File: config.mk
export PLATFORM = sky130hd
export DESIGN_NAME = cp0_exception_unit
export DESIGN_NICKNAME = d
export VERILOG_FILES = /design/src/rtl/cp0_exception_unit_pkg.sv /design/src/rtl/cp0_exception_unit_timer.sv /design/src/rtl/cp0_exception_unit.sv
export SDC_FILE = /design/constraint.sdc
export NUM_CORES = 1
export LEC_CHECK = 0
export BUFFER_PORTS_ARGS = -buffer_cell sky130_fd_sc_hd__buf_2
export CORE_MARGIN = 10
export CORE_UTILIZATION = 57
export CTS_CLUSTER_SIZE = 20
export DETAILED_ROUTE_END_ITERATION = 10
export HOLD_SLACK_MARGIN = 0.06
export PLACE_DENSITY = 0.91
export SETUP_SLACK_MARGIN = 0.2
export SYNTH_ARGS = -nofsm -noshare
export SYNTH_HDL_FRONTEND = slang
export SYNTH_SLANG_ARGS = --single-unit
File: constraint.sdc
create_clock -name clk -period 4.19 [get_ports clk]
set_input_delay 0.838 -clock clk [delete_from_list [all_inputs] [get_ports clk]]
set_output_delay 0.838 -clock clk [all_outputs]
set_load 0.01 [all_outputs]
File: src/rtl/cp0_exception_unit_pkg.sv
`default_nettype none
// ============================================================================
//  Module      : cp0_exception_unit_pkg
//  Description : Shared definitions for the CP0 / precise-exception unit:
//                exception-type encodings carried down the pipeline, MIPS
//                ExcCode values, CP0 register numbers, Status/Cause bit
//                positions and reset/constant register values.
//  Revision    : 1.0 - initial release
// ============================================================================
package cp0_exception_unit_pkg;

  // Exception type carried from decode/ALU into MEM.
  localparam int EXC_TYPE_LENGTH = 4;
  localparam logic [EXC_TYPE_LENGTH-1:0] EXC_TYPE_NONE = 4'd0;
  localparam logic [EXC_TYPE_LENGTH-1:0] EXC_TYPE_TR   = 4'd1;
  localparam logic [EXC_TYPE_LENGTH-1:0] EXC_TYPE_OV   = 4'd2;
  localparam logic [EXC_TYPE_LENGTH-1:0] EXC_TYPE_SYS  = 4'd3;
  localparam logic [EXC_TYPE_LENGTH-1:0] EXC_TYPE_BP   = 4'd4;
  localparam logic [EXC_TYPE_LENGTH-1:0] EXC_TYPE_RI   = 4'd5;
  localparam logic [EXC_TYPE_LENGTH-1:0] EXC_TYPE_ADEL = 4'd6;
  localparam logic [EXC_TYPE_LENGTH-1:0] EXC_TYPE_ADES = 4'd7;
  localparam logic [EXC_TYPE_LENGTH-1:0] EXC_TYPE_ERET = 4'd8;
  // Only ever produced by this unit (reported on exc_type_taken).
  localparam logic [EXC_TYPE_LENGTH-1:0] EXC_TYPE_INT  = 4'd9;

  // Cause.ExcCode values.
  localparam logic [4:0] EXCCODE_INT  = 5'd0;
  localparam logic [4:0] EXCCODE_ADEL = 5'd4;
  localparam logic [4:0] EXCCODE_ADES = 5'd5;
  localparam logic [4:0] EXCCODE_SYS  = 5'd8;
  localparam logic [4:0] EXCCODE_BP   = 5'd9;
  localparam logic [4:0] EXCCODE_RI   = 5'd10;
  localparam logic [4:0] EXCCODE_OV   = 5'd12;
  localparam logic [4:0] EXCCODE_TR   = 5'd13;

  // CP0 register numbers.
  localparam logic [4:0] CP0_BADVADDR = 5'd8;
  localparam logic [4:0] CP0_COUNT    = 5'd9;
  localparam logic [4:0] CP0_COMPARE  = 5'd11;
  localparam logic [4:0] CP0_STATUS   = 5'd12;
  localparam logic [4:0] CP0_CAUSE    = 5'd13;
  localparam logic [4:0] CP0_EPC      = 5'd14;
  localparam logic [4:0] CP0_PRID     = 5'd15;

  // Status / Cause bit positions.
  localparam int STATUS_IE  = 0;
  localparam int STATUS_EXL = 1;
  localparam int STATUS_BEV = 22;

  // Register constants.
  localparam logic [31:0] STATUS_RESET       = 32'h0040_0000;
  localparam logic [31:0] STATUS_WMASK       = 32'h0040_FF03;  // BEV, IM, EXL, IE
  localparam logic [31:0] PRID_VALUE         = 32'h0000_4220;
  localparam logic [31:0] EXC_VECTOR_DEFAULT = 32'hBFC0_0380;

  function automatic logic [4:0] exc_code_of(input logic [EXC_TYPE_LENGTH-1:0] t);
    logic [4:0] code;
    code = EXCCODE_INT;
    case (t)
      EXC_TYPE_TR:   code = EXCCODE_TR;
      EXC_TYPE_OV:   code = EXCCODE_OV;
      EXC_TYPE_SYS:  code = EXCCODE_SYS;
      EXC_TYPE_BP:   code = EXCCODE_BP;
      EXC_TYPE_RI:   code = EXCCODE_RI;
      EXC_TYPE_ADEL: code = EXCCODE_ADEL;
      EXC_TYPE_ADES: code = EXCCODE_ADES;
      default:       code = EXCCODE_INT;
    endcase
    return code;
  endfunction

endpackage
`default_nettype wire

File: src/rtl/cp0_exception_unit_timer.sv
`default_nettype none
// ============================================================================
//  Module      : cp0_timer
//  Description : CP0 Count/Compare timer. Count free-runs (wrapping), an
//                mtc0 to Count replaces that cycle's increment. The timer
//                interrupt flag sets on the cycle after Count==Compare
//                (Compare!=0) and is cleared only by an mtc0 to Compare.
//  Ports       : clk, rst_n          - clock, async active-low reset
//                i_count_we          - mtc0 Count strobe
//                i_compare_we        - mtc0 Compare strobe
//                i_wdata             - mtc0 data
//                o_count, o_compare  - current register values
//                o_timer_int         - Cause.TI
//  Revision    : 1.0 - initial release
// ============================================================================
module cp0_timer (
  input  logic        clk,
  input  logic        rst_n,
  input  logic        i_count_we,
  input  logic        i_compare_we,
  input  logic [31:0] i_wdata,
  output logic [31:0] o_count,
  output logic [31:0] o_compare,
  output logic        o_timer_int
);

  logic [31:0] r_count;
  logic [31:0] r_compare;
  logic        r_ti;

  always_ff @(posedge clk or negedge rst_n) begin
    if (!rst_n) begin
      r_count   <= 32'd0;
      r_compare <= 32'd0;
      r_ti      <= 1'b0;
    end else begin
      r_count <= i_count_we ? i_wdata : r_count + 32'd1;
      if (i_compare_we)
        r_compare <= i_wdata;
      // Writing Compare acknowledges the timer even if it matches this cycle.
      if (i_compare_we)
        r_ti <= 1'b0;
      else if ((r_count == r_compare) && (r_compare != 32'd0))
        r_ti <= 1'b1;
    end
  end

  assign o_count     = r_count;
  assign o_compare   = r_compare;
  assign o_timer_int = r_ti;

endmodule
`default_nettype wire

File: src/rtl/cp0_exception_unit.sv
`default_nettype none
// ============================================================================
//  Module      : cp0_exception_unit
//  Description : MEM-stage coprocessor 0 and precise-exception unit.
//                Arbitrates interrupts > instruction exceptions > ERET,
//                commits EPC/Cause/Status/BadVAddr, drives flush/redirect,
//                services mfc0/mtc0 and hosts the Count/Compare timer.
//  Ports       : clk, rst_n                 - clock, async active-low reset
//                mem_valid, exc_type_in,
//                mem_pc, mem_in_delay_slot,
//                mem_bad_vaddr              - MEM-stage instruction info
//                hw_int                     - level interrupt lines
//                cp0_we/waddr/wdata         - mtc0 port
//                cp0_raddr/rdata            - mfc0 port (combinational)
//                flush, exc_pc,
//                exc_type_taken             - redirect (combinational)
//                status_o, cause_o, epc_o   - register views
//  Revision    : 1.0 - initial release
// ============================================================================
module cp0_exception_unit
  import cp0_exception_unit_pkg::*;
#(
  parameter logic [31:0] EXC_VECTOR     = EXC_VECTOR_DEFAULT,
  parameter int          TIMER_IRQ_LINE = 5
) (
  input  logic                       clk,
  input  logic                       rst_n,
  input  logic                       mem_valid,
  input  logic [EXC_TYPE_LENGTH-1:0] exc_type_in,
  input  logic [31:0]                mem_pc,
  input  logic                       mem_in_delay_slot,
  input  logic [31:0]                mem_bad_vaddr,
  input  logic [5:0]                 hw_int,
  input  logic                       cp0_we,
  input  logic [4:0]                 cp0_waddr,
  input  logic [31:0]                cp0_wdata,
  input  logic [4:0]                 cp0_raddr,
  output logic [31:0]                cp0_rdata,
  output logic                       flush,
  output logic [31:0]                exc_pc,
  output logic [EXC_TYPE_LENGTH-1:0] exc_type_taken,
  output logic [31:0]                status_o,
  output logic [31:0]                cause_o,
  output logic [31:0]                epc_o
);

  logic [31:0] r_status;
  logic [31:0] r_epc;
  logic [31:0] r_badvaddr;
  logic        r_bd;
  logic [5:0]  r_ip_hw;
  logic [1:0]  r_ip_sw;
  logic [4:0]  r_exccode;

  logic [31:0] w_count;
  logic [31:0] w_compare;
  logic        w_ti;
  logic [7:0]  w_ip;
  logic [31:0] w_cause;
  logic [5:0]  w_hw_irq;
  logic        w_int_pending;
  logic        w_has_exc;
  logic        w_is_eret;
  logic        w_take_int;
  logic        w_take_exc;
  logic        w_take_eret;
  logic        w_take_any;
  logic        w_wr;
  logic        w_is_addr_exc;
  logic [4:0]  w_exc_code;

  assign w_ip    = {r_ip_hw, r_ip_sw};
  assign w_cause = {r_bd, w_ti, 14'd0, w_ip, 1'b0, r_exccode, 2'b00};

  assign w_int_pending = mem_valid & r_status[STATUS_IE] & ~r_status[STATUS_EXL]
                       & (|(w_ip & r_status[15:8]));
  assign w_is_eret     = (exc_type_in == EXC_TYPE_ERET);
  assign w_has_exc     = (exc_type_in != EXC_TYPE_NONE) & ~w_is_eret;

  // Gating with rst_n lets flush drop the instant reset asserts, without
  // waiting for the registered state to settle.
  assign w_take_int  = rst_n & w_int_pending;
  assign w_take_exc  = rst_n & mem_valid & ~w_int_pending & w_has_exc;
  assign w_take_eret = rst_n & mem_valid & ~w_int_pending & w_is_eret;
  assign w_take_any  = w_take_int | w_take_exc;

  assign flush = w_take_any | w_take_eret;
  // A flushed (faulting) instruction does not retire, so its mtc0 is dropped.
  assign w_wr  = cp0_we & ~flush;

  assign w_hw_irq      = hw_int | ({5'd0, w_ti} << TIMER_IRQ_LINE);
  assign w_is_addr_exc = (exc_type_in == EXC_TYPE_ADEL) | (exc_type_in == EXC_TYPE_ADES);
  assign w_exc_code    = w_take_int ? EXCCODE_INT : exc_code_of(exc_type_in);

  cp0_timer u_timer (
    .clk          (clk),
    .rst_n        (rst_n),
    .i_count_we   (w_wr && (cp0_waddr == CP0_COUNT)),
    .i_compare_we (w_wr && (cp0_waddr == CP0_COMPARE)),
    .i_wdata      (cp0_wdata),
    .o_count      (w_count),
    .o_compare    (w_compare),
    .o_timer_int  (w_ti)
  );

  always_ff @(posedge clk or negedge rst_n) begin
    if (!rst_n) begin
      r_status   <= STATUS_RESET;
      r_epc      <= 32'd0;
      r_badvaddr <= 32'd0;
      r_bd       <= 1'b0;
      r_ip_hw    <= 6'd0;
      r_ip_sw    <= 2'd0;
      r_exccode  <= 5'd0;
    end else begin
      r_ip_hw <= w_hw_irq;
      if (w_take_any) begin
        // Nested exceptions keep the original return point.
        if (!r_status[STATUS_EXL]) begin
          r_epc <= mem_in_delay_slot ? (mem_pc - 32'd4) : mem_pc;
          r_bd  <= mem_in_delay_slot;
        end
        r_status[STATUS_EXL] <= 1'b1;
        r_exccode            <= w_exc_code;
        if (w_take_exc && w_is_addr_exc)
          r_badvaddr <= mem_bad_vaddr;
      end else if (w_take_eret) begin
        r_status[STATUS_EXL] <= 1'b0;
      end
      // w_wr is never set together with a take, so these cannot collide.
      if (w_wr) begin
        case (cp0_waddr)
          CP0_STATUS: r_status <= cp0_wdata & STATUS_WMASK;
          CP0_CAUSE:  r_ip_sw  <= cp0_wdata[9:8];
          CP0_EPC:    r_epc    <= cp0_wdata;
          default:    ;
        endcase
      end
    end
  end

  always_comb begin
    cp0_rdata = 32'd0;
    case (cp0_raddr)
      CP0_BADVADDR: cp0_rdata = r_badvaddr;
      CP0_COUNT:    cp0_rdata = w_count;
      CP0_COMPARE:  cp0_rdata = w_compare;
      CP0_STATUS:   cp0_rdata = r_status;
      CP0_CAUSE:    cp0_rdata = w_cause;
      CP0_EPC:      cp0_rdata = r_epc;
      CP0_PRID:     cp0_rdata = PRID_VALUE;
      default:      cp0_rdata = 32'd0;
    endcase
  end

  always_comb begin
    exc_pc         = 32'd0;
    exc_type_taken = EXC_TYPE_NONE;
    if (w_take_int) begin
      exc_pc         = EXC_VECTOR;
      exc_type_taken = EXC_TYPE_INT;
    end else if (w_take_exc) begin
      exc_pc         = EXC_VECTOR;
      exc_type_taken = exc_type_in;
    end else if (w_take_eret) begin
      exc_pc         = r_epc;
      exc_type_taken = EXC_TYPE_ERET;
    end
  end

  assign status_o = r_status;
  assign cause_o  = w_cause;
  assign epc_o    = r_epc;

endmodule
`default_nettype wire

* Yosys cells after proc, flatten, opt, wreduce, memory -nomap -nowiden
Index checks and enable logic that the tools add are counted.
** Operators by class
- Add/sub/neg operators :: 2
- Equal/unequal tests :: 21
- Mux-type cells :: 21
- Bitwise operators :: 19
- Reductions and logical operators :: 12
** Operator list (number)
- 2-to-1 mux 32 bit :: 9
- one-hot mux 32 bit (7 select lines) :: 1
- == test 5 x 4 -> 1 bit, second input constant :: 12
- adder 32 x 1 -> 32 bit, second input constant :: 1
- == test 32 bit :: 1
- nonzero test 32 bit :: 1
- subtractor 32 x 3 -> 32 bit, second input constant :: 1
- one-hot mux 4 bit (7 select lines) :: 1
- == test 4 x 3 -> 1 bit, second input constant :: 4
- 2-to-1 mux 4 bit :: 3
- bitwise AND 1 bit :: 10
- bitwise AND 8 bit :: 1
- == test 4 x 2 -> 1 bit, second input constant :: 2
- AND reduction 2 bit :: 4
- OR reduction 8 bit :: 1
- bitwise OR 6 bit :: 1
- 2-to-1 mux 5 bit :: 1
- == test 4 x 1 -> 1 bit, second input constant :: 1
- == test 4 bit, second input constant :: 1
- logical AND 1 bit :: 4
- 2-to-1 mux 1 bit :: 4
- 2-to-1 mux 2 bit :: 2
- NOT 1 bit :: 4
- nonzero test 4 bit :: 1
- other kinds (2) :: 4
** Word-level totals
- Register bits after elaboration :: 154
- Input port bits :: 121
- Output and inout port bits :: 165
- Logic and storage cells :: 86

* Depth between registers and ports, before layout
Gate-level depths: netlist (run 1).
- Depth in word-level cells :: 12
- Gate-level depth with buffers :: 8
- Depth with buffers taken out :: 7

* Hierarchy
A second synthesis (run 1) with hierarchy kept.
** Second synthesis, totals
- Cells, all modules :: 998
- Area, all modules :: 9634.2 um^2
** Modules (own cells, without submodules)
- cp0_exception_unit :: instances 1, cells an instance 658, area an instance 6108.4 um^2, seq. area each 2203.4 um^2
- cp0_timer :: instances 1, cells an instance 340, area an instance 3525.9 um^2, seq. area each 1626.6 um^2

* Least setup slack after synthesis (run 1)
OpenSTA, ideal clock, no wires.
- Kind :: input -> output
- Start :: input exc_type_in[1]
- End :: output exc_pc[15]
- Arrival time :: 2090 ps
- Path slack :: 1262 ps
- Stages :: 6
- Cells stage by stage :: buf_6 > nor3_1 > and4_1 > clkbuf_1 > clkbuf_1 > and2_1
** Between the ends
- Longest elaborated chain between the ends :: 6
- Elaborated cells on any way between the ends :: 9
- Those cells by class :: eq/ne (1); mux (3); bitwise (4); reduce/logical (1)
** Ends and longest elaborated chain
- start, declared :: line cp0_exception_unit.sv:29 : input logic [EXC_TYPE_LENGTH-1:0] exc_type_in,
- == test 4 bit :: line cp0_exception_unit.sv:77 : assign w_is_eret = (exc_type_in == EXC_TYPE_ERET);
- NOT 1 bit :: line cp0_exception_unit.sv:78 : assign w_has_exc = (exc_type_in != EXC_TYPE_NONE) & ~w_is_eret;
- bitwise AND 1 bit :: line cp0_exception_unit.sv:78
- bitwise AND 1 bit :: line cp0_exception_unit.sv:83 : assign w_take_exc = rst_n & mem_valid & ~w_int_pending & w_has_exc;
- 2-to-1 mux 32 bit * :: line cp0_exception_unit.sv:162 : end else if (w_take_exc) begin
- 2-to-1 mux 32 bit * :: line cp0_exception_unit.sv:159 : if (w_take_int) begin
- end, declared :: line cp0_exception_unit.sv:40 : output logic [31:0] exc_pc,
Every way passes the cells marked *; elsewhere a longest branch is shown, timed or not.

* Worst setup path after layout (run 1)
- Start :: register r_status[15] (netlist: status_o[15])
- End :: output exc_pc[27]
** Between the ends
- Longest elaborated chain between the ends :: 9
- Elaborated cells on any way between the ends :: 11
- Those cells by class :: mux (3); bitwise (7); reduce/logical (1)
** Ends and longest elaborated chain
- start, declared :: line cp0_exception_unit.sv:47 : logic [31:0] r_status;
- start signal, assigned :: line cp0_exception_unit.sv:133 : CP0_STATUS: r_status <= cp0_wdata & STATUS_WMASK;
- bitwise AND 8 bit * :: line cp0_exception_unit.sv:76 : & (|(w_ip & r_status[15:8]));
- OR reduction 8 bit * :: line cp0_exception_unit.sv:76
- bitwise AND 1 bit * :: line cp0_exception_unit.sv:76
- NOT 1 bit :: line cp0_exception_unit.sv:83, cp0_exception_unit.sv:84
- bitwise AND 1 bit :: line cp0_exception_unit.sv:83, cp0_exception_unit.sv:84
- bitwise AND 1 bit :: line cp0_exception_unit.sv:84 : assign w_take_eret = rst_n & mem_valid & ~w_int_pending & w_is_eret;
- 2-to-1 mux 32 bit :: line cp0_exception_unit.sv:165 : end else if (w_take_eret) begin
- 2-to-1 mux 32 bit :: line cp0_exception_unit.sv:162
- 2-to-1 mux 32 bit * :: line cp0_exception_unit.sv:159
Marked as above.

==> run_summary.xml, run 1 <==
<?xml version="1.0" encoding="UTF-8"?>
<metrics>
  <group name="clock_network">
    <metric name="cts_resized" unit="">0</metric>
    <metric name="cts_inserted_buffers" unit="">17</metric>
    <metric name="cts_sinks" unit="">153</metric>
    <metric name="cts-hold-fix-buffers" unit="">0</metric>
    <metric name="clockBufferDepth" unit="">2</metric>
    <metric name="clk_transition_reported_paths" unit="ps">60</metric>
    <metric name="tritoncts" unit="">yes</metric>
    <metric name="root_buffer" unit="">sky130_fd_sc_hd__clkbuf_16</metric>
    <metric name="clock_tree.htree_level_count" unit="">4</metric>
    <metric name="worst_skew_pair.late_latency" unit="ps">440</metric>
    <metric name="cts_setup_buffers" unit="">0</metric>
  </group>
  <group name="yosys">
    <metric name="mappedNetlistArea" unit="µm²">9480</metric>
    <metric name="ys_seq_elements" unit="">153</metric>
    <metric name="synth.top_cells.by_count" unit="">sky130_fd_sc_hd__dfrtp_1 (152), sky130_fd_sc_hd__nand2_1 (116), sky130_fd_sc_hd__xnor2_1 (60)</metric>
    <metric name="seq_area_frac_synth" unit="">0.404</metric>
    <metric name="synth_cells" unit="">964</metric>
    <metric name="synth_largest_type_area_fraction" unit="">0.401</metric>
    <metric name="synth-async-reset-ratio" unit="">1.00</metric>
    <metric name="post_synth.cell_area_avg" unit="µm²">9.83</metric>
    <metric name="synth_cell_types" unit="">66</metric>
    <metric name="synth_largest_area_cell" unit="">sky130_fd_sc_hd__dfrtp_1</metric>
    <metric name="synth.most_common_cell" unit="">sky130_fd_sc_hd__dfrtp_1</metric>
    <metric name="synth_ff_type" unit="">sky130_fd_sc_hd__dfrtp_1</metric>
    <metric name="synth-edff-count" unit="">0</metric>
    <metric name="synth_warnings" unit="">0</metric>
    <metric name="yosys-top-cells-area" unit="">sky130_fd_sc_hd__dfrtp_1 (40%), sky130_fd_sc_hd__mux2_4 (7.9%), sky130_fd_sc_hd__xnor2_1 (5.5%)</metric>
  </group>
  <group name="flow_run">
    <metric name="max-cap-violations" unit="">0</metric>
  </group>
  <group name="grt">
    <metric name="globalRoute.totalOverflow" unit="">0</metric>
    <metric name="grtUsageTotal" unit="">0.313</metric>
    <metric name="antenna_found_initial" unit="">2</metric>
    <metric name="maximum_number_of_pins_on_one_net_before_global_route_repair" unit="">62</metric>
    <metric name="grt_pass1_wl" unit="mm">53.6</metric>
    <metric name="grt_pass1_vias" unit="">8953</metric>
  </group>
  <group name="route">
    <metric name="wire_per_inst" unit="µm">25.1</metric>
    <metric name="postRouteAntennaNets" unit="">0</metric>
    <metric name="detail_route.iter0.violations" unit="">1504</metric>
    <metric name="drt_drc_violations_left" unit="">0</metric>
    <metric name="routed_wirelength" unit="mm">35.5</metric>
    <metric name="wl_met3" unit="mm">4.72</metric>
    <metric name="wl_met2" unit="mm">16.2</metric>
    <metric name="vias" unit="">9054</metric>
    <metric name="uppermost_layer_routed" unit="">met5</metric>
    <metric name="drt_first_pass_iters" unit="">6</metric>
    <metric name="avgViaCountPerCell" unit="">6.40</metric>
    <metric name="m1WireLength" unit="mm">13.0</metric>
  </group>
  <group name="sta">
    <metric name="max-slew-margin-rel" unit="">0.317</metric>
    <metric name="finalHoldViolations" unit="">0</metric>
    <metric name="hold_ws" unit="ps">500</metric>
    <metric name="worst_slew_pin_tran" unit="ps">1020</metric>
    <metric name="clock.fmax" unit="MHz">284</metric>
    <metric name="min_period" unit="ps">3520</metric>
    <metric name="grt_setup_unrepaired" unit="">false</metric>
    <metric name="setup_viol_count_final" unit="">0</metric>
    <metric name="fin_skew" unit="ps">13.5</metric>
    <metric name="setup_tns_after_final_layout" unit="ps">0</metric>
    <metric name="timing.final.max_slew_violations" unit="">0</metric>
    <metric name="timing.final.crit_share" unit="">0.841</metric>
  </group>
  <group name="place">
    <metric name="gpl.final_weighted_congestion" unit="">1.01</metric>
    <metric name="io_buffer_count" unit="">246</metric>
    <metric name="placement.cell_area" unit="µm²">10700</metric>
    <metric name="dp_hpwl" unit="mm">26.5</metric>
  </group>
  <group name="floorplanning">
    <metric name="boundary_pin_count" unit="">286</metric>
    <metric name="placement_rows" unit="">47</metric>
    <metric name="design.die.area" unit="µm²">22200</metric>
    <metric name="die_x_extent" unit="µm">149</metric>
    <metric name="die_y" unit="µm">149</metric>
    <metric name="initial_utilization" unit="">0.576</metric>
    <metric name="core_region_area" unit="µm²">16500</metric>
  </group>
  <group name="worst_setup_path">
    <metric name="critical_path_arrival" unit="ps">2690</metric>
    <metric name="worstPathRequired" unit="ps">3350</metric>
    <metric name="critical_path_peak_fanout" unit="">14</metric>
    <metric name="cp-end-kind" unit="">output pin</metric>
    <metric name="critical_path_class" unit="">flip-flop to output pin</metric>
    <metric name="setup.worst_path.start_class" unit="">flip-flop</metric>
  </group>
  <group name="finish">
    <metric name="final_nets" unit="">1303</metric>
    <metric name="fillers" unit="">1288</metric>
    <metric name="synthToLayoutAreaGrowth" unit="%">19.3</metric>
    <metric name="fin_util" unit="">0.687</metric>
    <metric name="layout.cell_area.non_filler" unit="µm²">11300</metric>
    <metric name="final_layout_size_suffix_gt1_frac" unit="">0.326</metric>
  </group>
  <group name="power_and_ir_drop">
    <metric name="leakage" unit="nW">5.28</metric>
    <metric name="post-layout-total-power" unit="mW">5.42</metric>
    <metric name="powerDensity" unit="nW/µm²">479</metric>
    <metric name="irDropWorstVdd" unit="µV">336</metric>
  </group>
  <group name="hold_path">
    <metric name="hold_path_class" unit="">input port to flip-flop</metric>
  </group>
  <group name="outcome">
    <metric name="status" unit="">finished clean</metric>
  </group>
</metrics>
-- flip-flops by register name, indices dropped and copies added, names as in the netlist --
register and flops:
epc_o 32, r_badvaddr 32, r_bd 1, r_exccode 4, r_ip_hw 6, r_ip_sw 2, status_o 11, u_timer.o_compare 32
u_timer.o_count 32, u_timer.o_timer_int 1
-- kinds of logic (layout without fill, tap and decap cells) --
group,Yosys count,after routing,share of synthesized area
buf+inv,112,303,0.0696
other cells,1,40,0.000396
flops,153,153,0.404
fa+ha+maj,2,2,0.00264
compound gates,173,173,0.129
xor+xnor,78,78,0.0721
mux,96,96,0.132
simple gates,349,349,0.191
-- metrics by stage --
stage | setup slack [ps] | std cells
2_1_floorplan | 1260 | 1002
3_5_place_dp | 1020 | 1381
6_report | 665 | 1414
5_1_grt | 566 | 1414
3_3_place_gp | 1090 | 1381
4_1_cts | 715 | 1413
-- power by group --
part	leakage, nW	switching [mW]	internal, mW
Sequential	1.83	0.595	1.83
Clock	0.314	0.651	1.03
Combinational	3.13	0.658	0.647
-- final cells by class --
cell class | count | area, µm² | share of cell area
antenna | 1 | 2.50 | 0.000221
clock buffer | 19 | 453 | 0.0401
clock inverter | 13 | 190 | 0.0168
inverter | 9 | 33.8 | 0.00299
multi-input combinational | 737 | 5170 | 0.457
sequential | 153 | 3830 | 0.339
tap | 220 | 275 | 0.0243
timing repair buffer | 262 | 1360 | 0.120
-- layout by cell type, fill, tap and decap left out, types with 29 or more instances in the layout --
cell type / netlist / final
sky130_fd_sc_hd__a21oi_1: 31 / 31
sky130_fd_sc_hd__a22oi_1: 30 / 30
sky130_fd_sc_hd__buf_2: 11 / 245
sky130_fd_sc_hd__conb_1: 1 / 39
sky130_fd_sc_hd__dfrtp_1: 152 / 152
sky130_fd_sc_hd__mux2_4: 50 / 50
sky130_fd_sc_hd__nand2_1: 116 / 116
sky130_fd_sc_hd__nand4_1: 32 / 32
sky130_fd_sc_hd__nor2_1: 51 / 51
sky130_fd_sc_hd__nor3_1: 32 / 29
sky130_fd_sc_hd__o21ai_0: 45 / 44
sky130_fd_sc_hd__xnor2_1: 60 / 60
-- layer usage --
layer | vias up | GRT usage
met3 | 118 | 0.106
met1 | 4346 | 0.402
met2 | 726 | 0.461
met4 | 2 | 0.156
met5 | - | 0
li1 | 3862 | -
-- worst max-delay path, stage by stage, from the launching register on --
cell                      delay [ps]
sky130_fd_sc_hd__dfrtp_1         470
sky130_fd_sc_hd__a22o_1          330
sky130_fd_sc_hd__o41ai_4         530
sky130_fd_sc_hd__a21o_1          620
sky130_fd_sc_hd__nand2_1         120
sky130_fd_sc_hd__buf_2           180
-- final timing paths --
path	startpoint	endpoint	slack, ps	cells past startpoint
max	status_o[15]	exc_pc[27]	670	5
min	hw_int[3]	r_ip_hw[3]	500	1
max reg2reg	status_o[15]	r_badvaddr[19]	1290	5
min reg2reg	r_badvaddr[31]	r_badvaddr[31]	520	1
max in group asynchronous	rst_n	u_timer.o_count[7]	2420	3
min in group asynchronous	rst_n	r_badvaddr[24]	550	2
Note: power is estimated with default switching activity, not from simulation.
==> inputs of run 2 (changes only) <==
--- a/config.mk
+++ b/config.mk
@@ -5,13 +5,14 @@
 export SDC_FILE = /design/constraint.sdc
 export NUM_CORES = 1
 export LEC_CHECK = 0
+export ABC_AREA = 1
 export BUFFER_PORTS_ARGS = -buffer_cell sky130_fd_sc_hd__buf_2
 export CORE_MARGIN = 10
-export CORE_UTILIZATION = 57
+export CORE_UTILIZATION = 48
 export CTS_CLUSTER_SIZE = 20
 export DETAILED_ROUTE_END_ITERATION = 10
 export HOLD_SLACK_MARGIN = 0.06
-export PLACE_DENSITY = 0.91
+export PLACE_DENSITY = 0.81
 export SETUP_SLACK_MARGIN = 0.2
 export SYNTH_ARGS = -nofsm -noshare
 export SYNTH_HDL_FRONTEND = slang
==> constraint.sdc (replaced) <==
create_clock -name clk -period 3.12 [get_ports clk]
set_input_delay 0.624 -clock clk [delete_from_list [all_inputs] [get_ports clk]]
set_output_delay 0.624 -clock clk [all_outputs]
set_load 0.01 [all_outputs]
==> run 2 against run 1 <==
Effect of this change:
- sequential cell count stayed put
- non-clock buffer count is 25 higher
- sequential power is 25% higher
- setup slack worse by 380 ps
- critical path type unchanged
- critical endpoint is now exc_pc[28]
==> run_summary.xml, run 2 <==
<?xml version="1.0" encoding="UTF-8"?>
<metrics>
  <group name="route">
    <metric name="postRouteAntennaNets" unit="">0</metric>
    <metric name="detail_route.iter0.violations" unit="">1372</metric>
    <metric name="drt_drc_violations_left" unit="">0</metric>
    <metric name="drt_first_pass_iters" unit="">6</metric>
    <metric name="avgViaCountPerCell" unit="">5.58</metric>
    <metric name="wire_per_inst" unit="µm">21.3</metric>
    <metric name="vias" unit="">11077</metric>
    <metric name="routed_wirelength" unit="mm">42.3</metric>
  </group>
  <group name="clock_network">
    <metric name="clockBufferDepth" unit="">2</metric>
    <metric name="worst_skew_pair.late_latency" unit="ps">440</metric>
    <metric name="tritoncts" unit="">yes</metric>
    <metric name="root_buffer" unit="">sky130_fd_sc_hd__clkbuf_16</metric>
    <metric name="clock_tree.htree_level_count" unit="">4</metric>
    <metric name="cts_sinks" unit="">153</metric>
    <metric name="clk_transition_reported_paths" unit="ps">70</metric>
    <metric name="cts_inserted_buffers" unit="">17</metric>
  </group>
  <group name="floorplanning">
    <metric name="boundary_pin_count" unit="">286</metric>
    <metric name="initial_utilization" unit="">0.488</metric>
    <metric name="core_region_area" unit="µm²">21000</metric>
    <metric name="design.die.area" unit="µm²">27600</metric>
    <metric name="die_x_extent" unit="µm">166</metric>
    <metric name="placement_rows" unit="">53</metric>
    <metric name="die_y" unit="µm">166</metric>
  </group>
  <group name="finish">
    <metric name="stdcell_count" unit="">1986</metric>
    <metric name="final_nets" unit="">1820</metric>
    <metric name="synthToLayoutAreaGrowth" unit="%">20.4</metric>
    <metric name="most-common-layout-cells" unit="">sky130_fd_sc_hd__nand2_1 (444), sky130_fd_sc_hd__buf_2 (245), sky130_fd_sc_hd__inv_1 (153)</metric>
    <metric name="final_layout_size_suffix_gt1_frac" unit="">0.230</metric>
    <metric name="leading_cell_type_in_the_layout_fill_and_taps_excluded" unit="">sky130_fd_sc_hd__nand2_1</metric>
    <metric name="fillers" unit="">2010</metric>
  </group>
  <group name="worst_setup_path">
    <metric name="cpMaxStageDelayCell" unit="">sky130_fd_sc_hd__dfrtp_1</metric>
    <metric name="max_stage_delay" unit="ps">420</metric>
    <metric name="critical_path_peak_fanout" unit="">14</metric>
    <metric name="critical_path_class" unit="">flip-flop to output pin</metric>
    <metric name="timing.critical_path.cells" unit="">nand2_1, nand2_1, nor2_1, nand2_2, nand2_2, nand3_4, nand2_4, inv_1, buf_4, a21oi_1, buf_2</metric>
    <metric name="cp.buffers_inverters" unit="">3</metric>
    <metric name="cp-end-kind" unit="">output pin</metric>
    <metric name="dominant_delay_contributor_by_cell_family_on_the_critical_path" unit="">simple AND/OR/NAND/NOR gates</metric>
    <metric name="worstPathRequired" unit="ps">2500</metric>
    <metric name="setup.worst_path.start_class" unit="">flip-flop</metric>
    <metric name="worst-r2r-setup-slack" unit="ps">660</metric>
    <metric name="critical_path_arrival" unit="ps">2210</metric>
  </group>
  <group name="sta">
    <metric name="clock.fmax" unit="MHz">353</metric>
    <metric name="finalHoldViolations" unit="">0</metric>
    <metric name="min_period" unit="ps">2830</metric>
    <metric name="worst_slew_pin_tran" unit="ps">926</metric>
    <metric name="timing.final.crit_share" unit="">0.907</metric>
    <metric name="timing.final.max_slew_violations" unit="">0</metric>
    <metric name="grt_setup_unrepaired" unit="">true</metric>
    <metric name="setup_viol_count_final" unit="">0</metric>
    <metric name="max-slew-margin-rel" unit="">0.383</metric>
    <metric name="fin_skew" unit="ps">13.4</metric>
    <metric name="setup_tns_after_final_layout" unit="ps">0</metric>
  </group>
  <group name="yosys">
    <metric name="synth_warnings" unit="">0</metric>
    <metric name="mappedNetlistArea" unit="µm²">10300</metric>
    <metric name="synth.most_common_cell" unit="">sky130_fd_sc_hd__nand2_1</metric>
    <metric name="ys_seq_elements" unit="">153</metric>
    <metric name="synth_cells" unit="">1461</metric>
    <metric name="synth-edff-count" unit="">0</metric>
    <metric name="synth_largest_area_cell" unit="">sky130_fd_sc_hd__dfrtp_1</metric>
    <metric name="yosys-top-cells-area" unit="">sky130_fd_sc_hd__dfrtp_1 (37%), sky130_fd_sc_hd__nand2_1 (16%), sky130_fd_sc_hd__inv_1 (5.6%)</metric>
    <metric name="synth_cell_types" unit="">45</metric>
    <metric name="synth-async-reset-ratio" unit="">1.00</metric>
    <metric name="synth.top_cells.by_count" unit="">sky130_fd_sc_hd__nand2_1 (444), sky130_fd_sc_hd__inv_1 (154), sky130_fd_sc_hd__dfrtp_1 (152)</metric>
    <metric name="seq_area_frac_synth" unit="">0.373</metric>
    <metric name="synth_ff_type" unit="">sky130_fd_sc_hd__dfrtp_1</metric>
    <metric name="synth_largest_type_area_fraction" unit="">0.371</metric>
    <metric name="post_synth.cell_area_avg" unit="µm²">7.02</metric>
  </group>
  <group name="outcome">
    <metric name="status" unit="">finished clean</metric>
  </group>
  <group name="grt">
    <metric name="antenna_found_initial" unit="">1</metric>
    <metric name="grt_pass1_wl" unit="mm">64.1</metric>
    <metric name="grt_pass1_vias" unit="">10748</metric>
    <metric name="globalRoute.totalOverflow" unit="">0</metric>
    <metric name="maximum_number_of_pins_on_one_net_before_global_route_repair" unit="">66</metric>
    <metric name="grtUsageTotal" unit="">0.293</metric>
  </group>
  <group name="place">
    <metric name="post-place-cells" unit="">1944</metric>
    <metric name="gpl.final_weighted_congestion" unit="">1.03</metric>
    <metric name="dp_hpwl" unit="mm">33.2</metric>
    <metric name="io_buffer_count" unit="">246</metric>
  </group>
  <group name="power_and_ir_drop">
    <metric name="irDropWorstVdd" unit="µV">240</metric>
    <metric name="powerDensity" unit="nW/µm²">594</metric>
    <metric name="leakage" unit="nW">6.43</metric>
  </group>
  <group name="flow_run">
    <metric name="max-cap-violations" unit="">0</metric>
  </group>
  <group name="hold_path">
    <metric name="hold_path_class" unit="">input port to flip-flop</metric>
  </group>
</metrics>
-- run 2: repair_timing --
action,in CTS,in global routing
setup buffers,0,7
resized for setup,0,12
setup endpoints to repair,0,37
hold buffers,1,0
hold endpoints to repair,9,0
-- run 2: per-layer routing --
layer  wire length [µm]  GRT usage
met4               1090     0.0813
met2              19200      0.460
met3               4800     0.0831
met5                  0          0
met1              17300      0.385
-- run 2: cells by family after synthesis --
logic type / count (synthesis) / synth area share
AO/OA/AOI/OAI: 201 / 0.120
XOR/XNOR: 68 / 0.0580
adder cells (fa/ha/maj): 2 / 0.00244
buffers and inverters: 267 / 0.121
flip-flops: 153 / 0.373
other: 1 / 0.000365
AND/OR/NAND/NOR: 769 / 0.325
-- run 2: final timing paths --
path | cells after the start | endpoint | startpoint
worst min-delay path | 1 | r_ip_hw[3] | hw_int[3]
worst max-delay path | 11 | exc_pc[28] | r_ip_hw[0]
max in group asynchronous | 3 | u_timer.o_compare[30] | rst_n
worst max register to register | 11 | status_o[22] | r_ip_hw[0]
min in group asynchronous | 2 | r_ip_hw[0] | rst_n
worst min register to register | 2 | r_badvaddr[5] | r_badvaddr[5]
-- run 2: area by class of cell --
class | instances | area (µm²) | share of cell area
multi-input combinational | 1080 | 5390 | 0.437
sequential | 153 | 3830 | 0.310
timing repair buffer | 287 | 1570 | 0.127
inverter | 158 | 596 | 0.0482
clock buffer | 18 | 439 | 0.0356
tap | 275 | 344 | 0.0279
clock inverter | 14 | 173 | 0.0140
antenna | 1 | 2.50 | 0.000203
-- run 2: stage by stage --
stage | setup WS, ps | cell area, µm² | utilization | power [mW] | hold slack, ps
2_1_floorplan | 766 | 10400 | - | 4.18 | 328
3_3_place_gp | 203 | 11600 | 0.553 | 5.08 | 448
3_5_place_dp | 229 | 11600 | 0.553 | 5.10 | 451
4_1_cts | 230 | 12200 | 0.583 | 7.28 | 280
5_1_grt | 179 | 12300 | 0.587 | 7.72 | 283
6_report | 289 | 12300 | 0.587 | 7.34 | 287
-- run 2: power by group --
part	internal, mW	switching [mW]	total [mW]
logic	0.798	1.34	2.14
clock network	1.28	0.894	2.18
registers	2.44	0.585	3.03
total	4.52	2.82	7.34
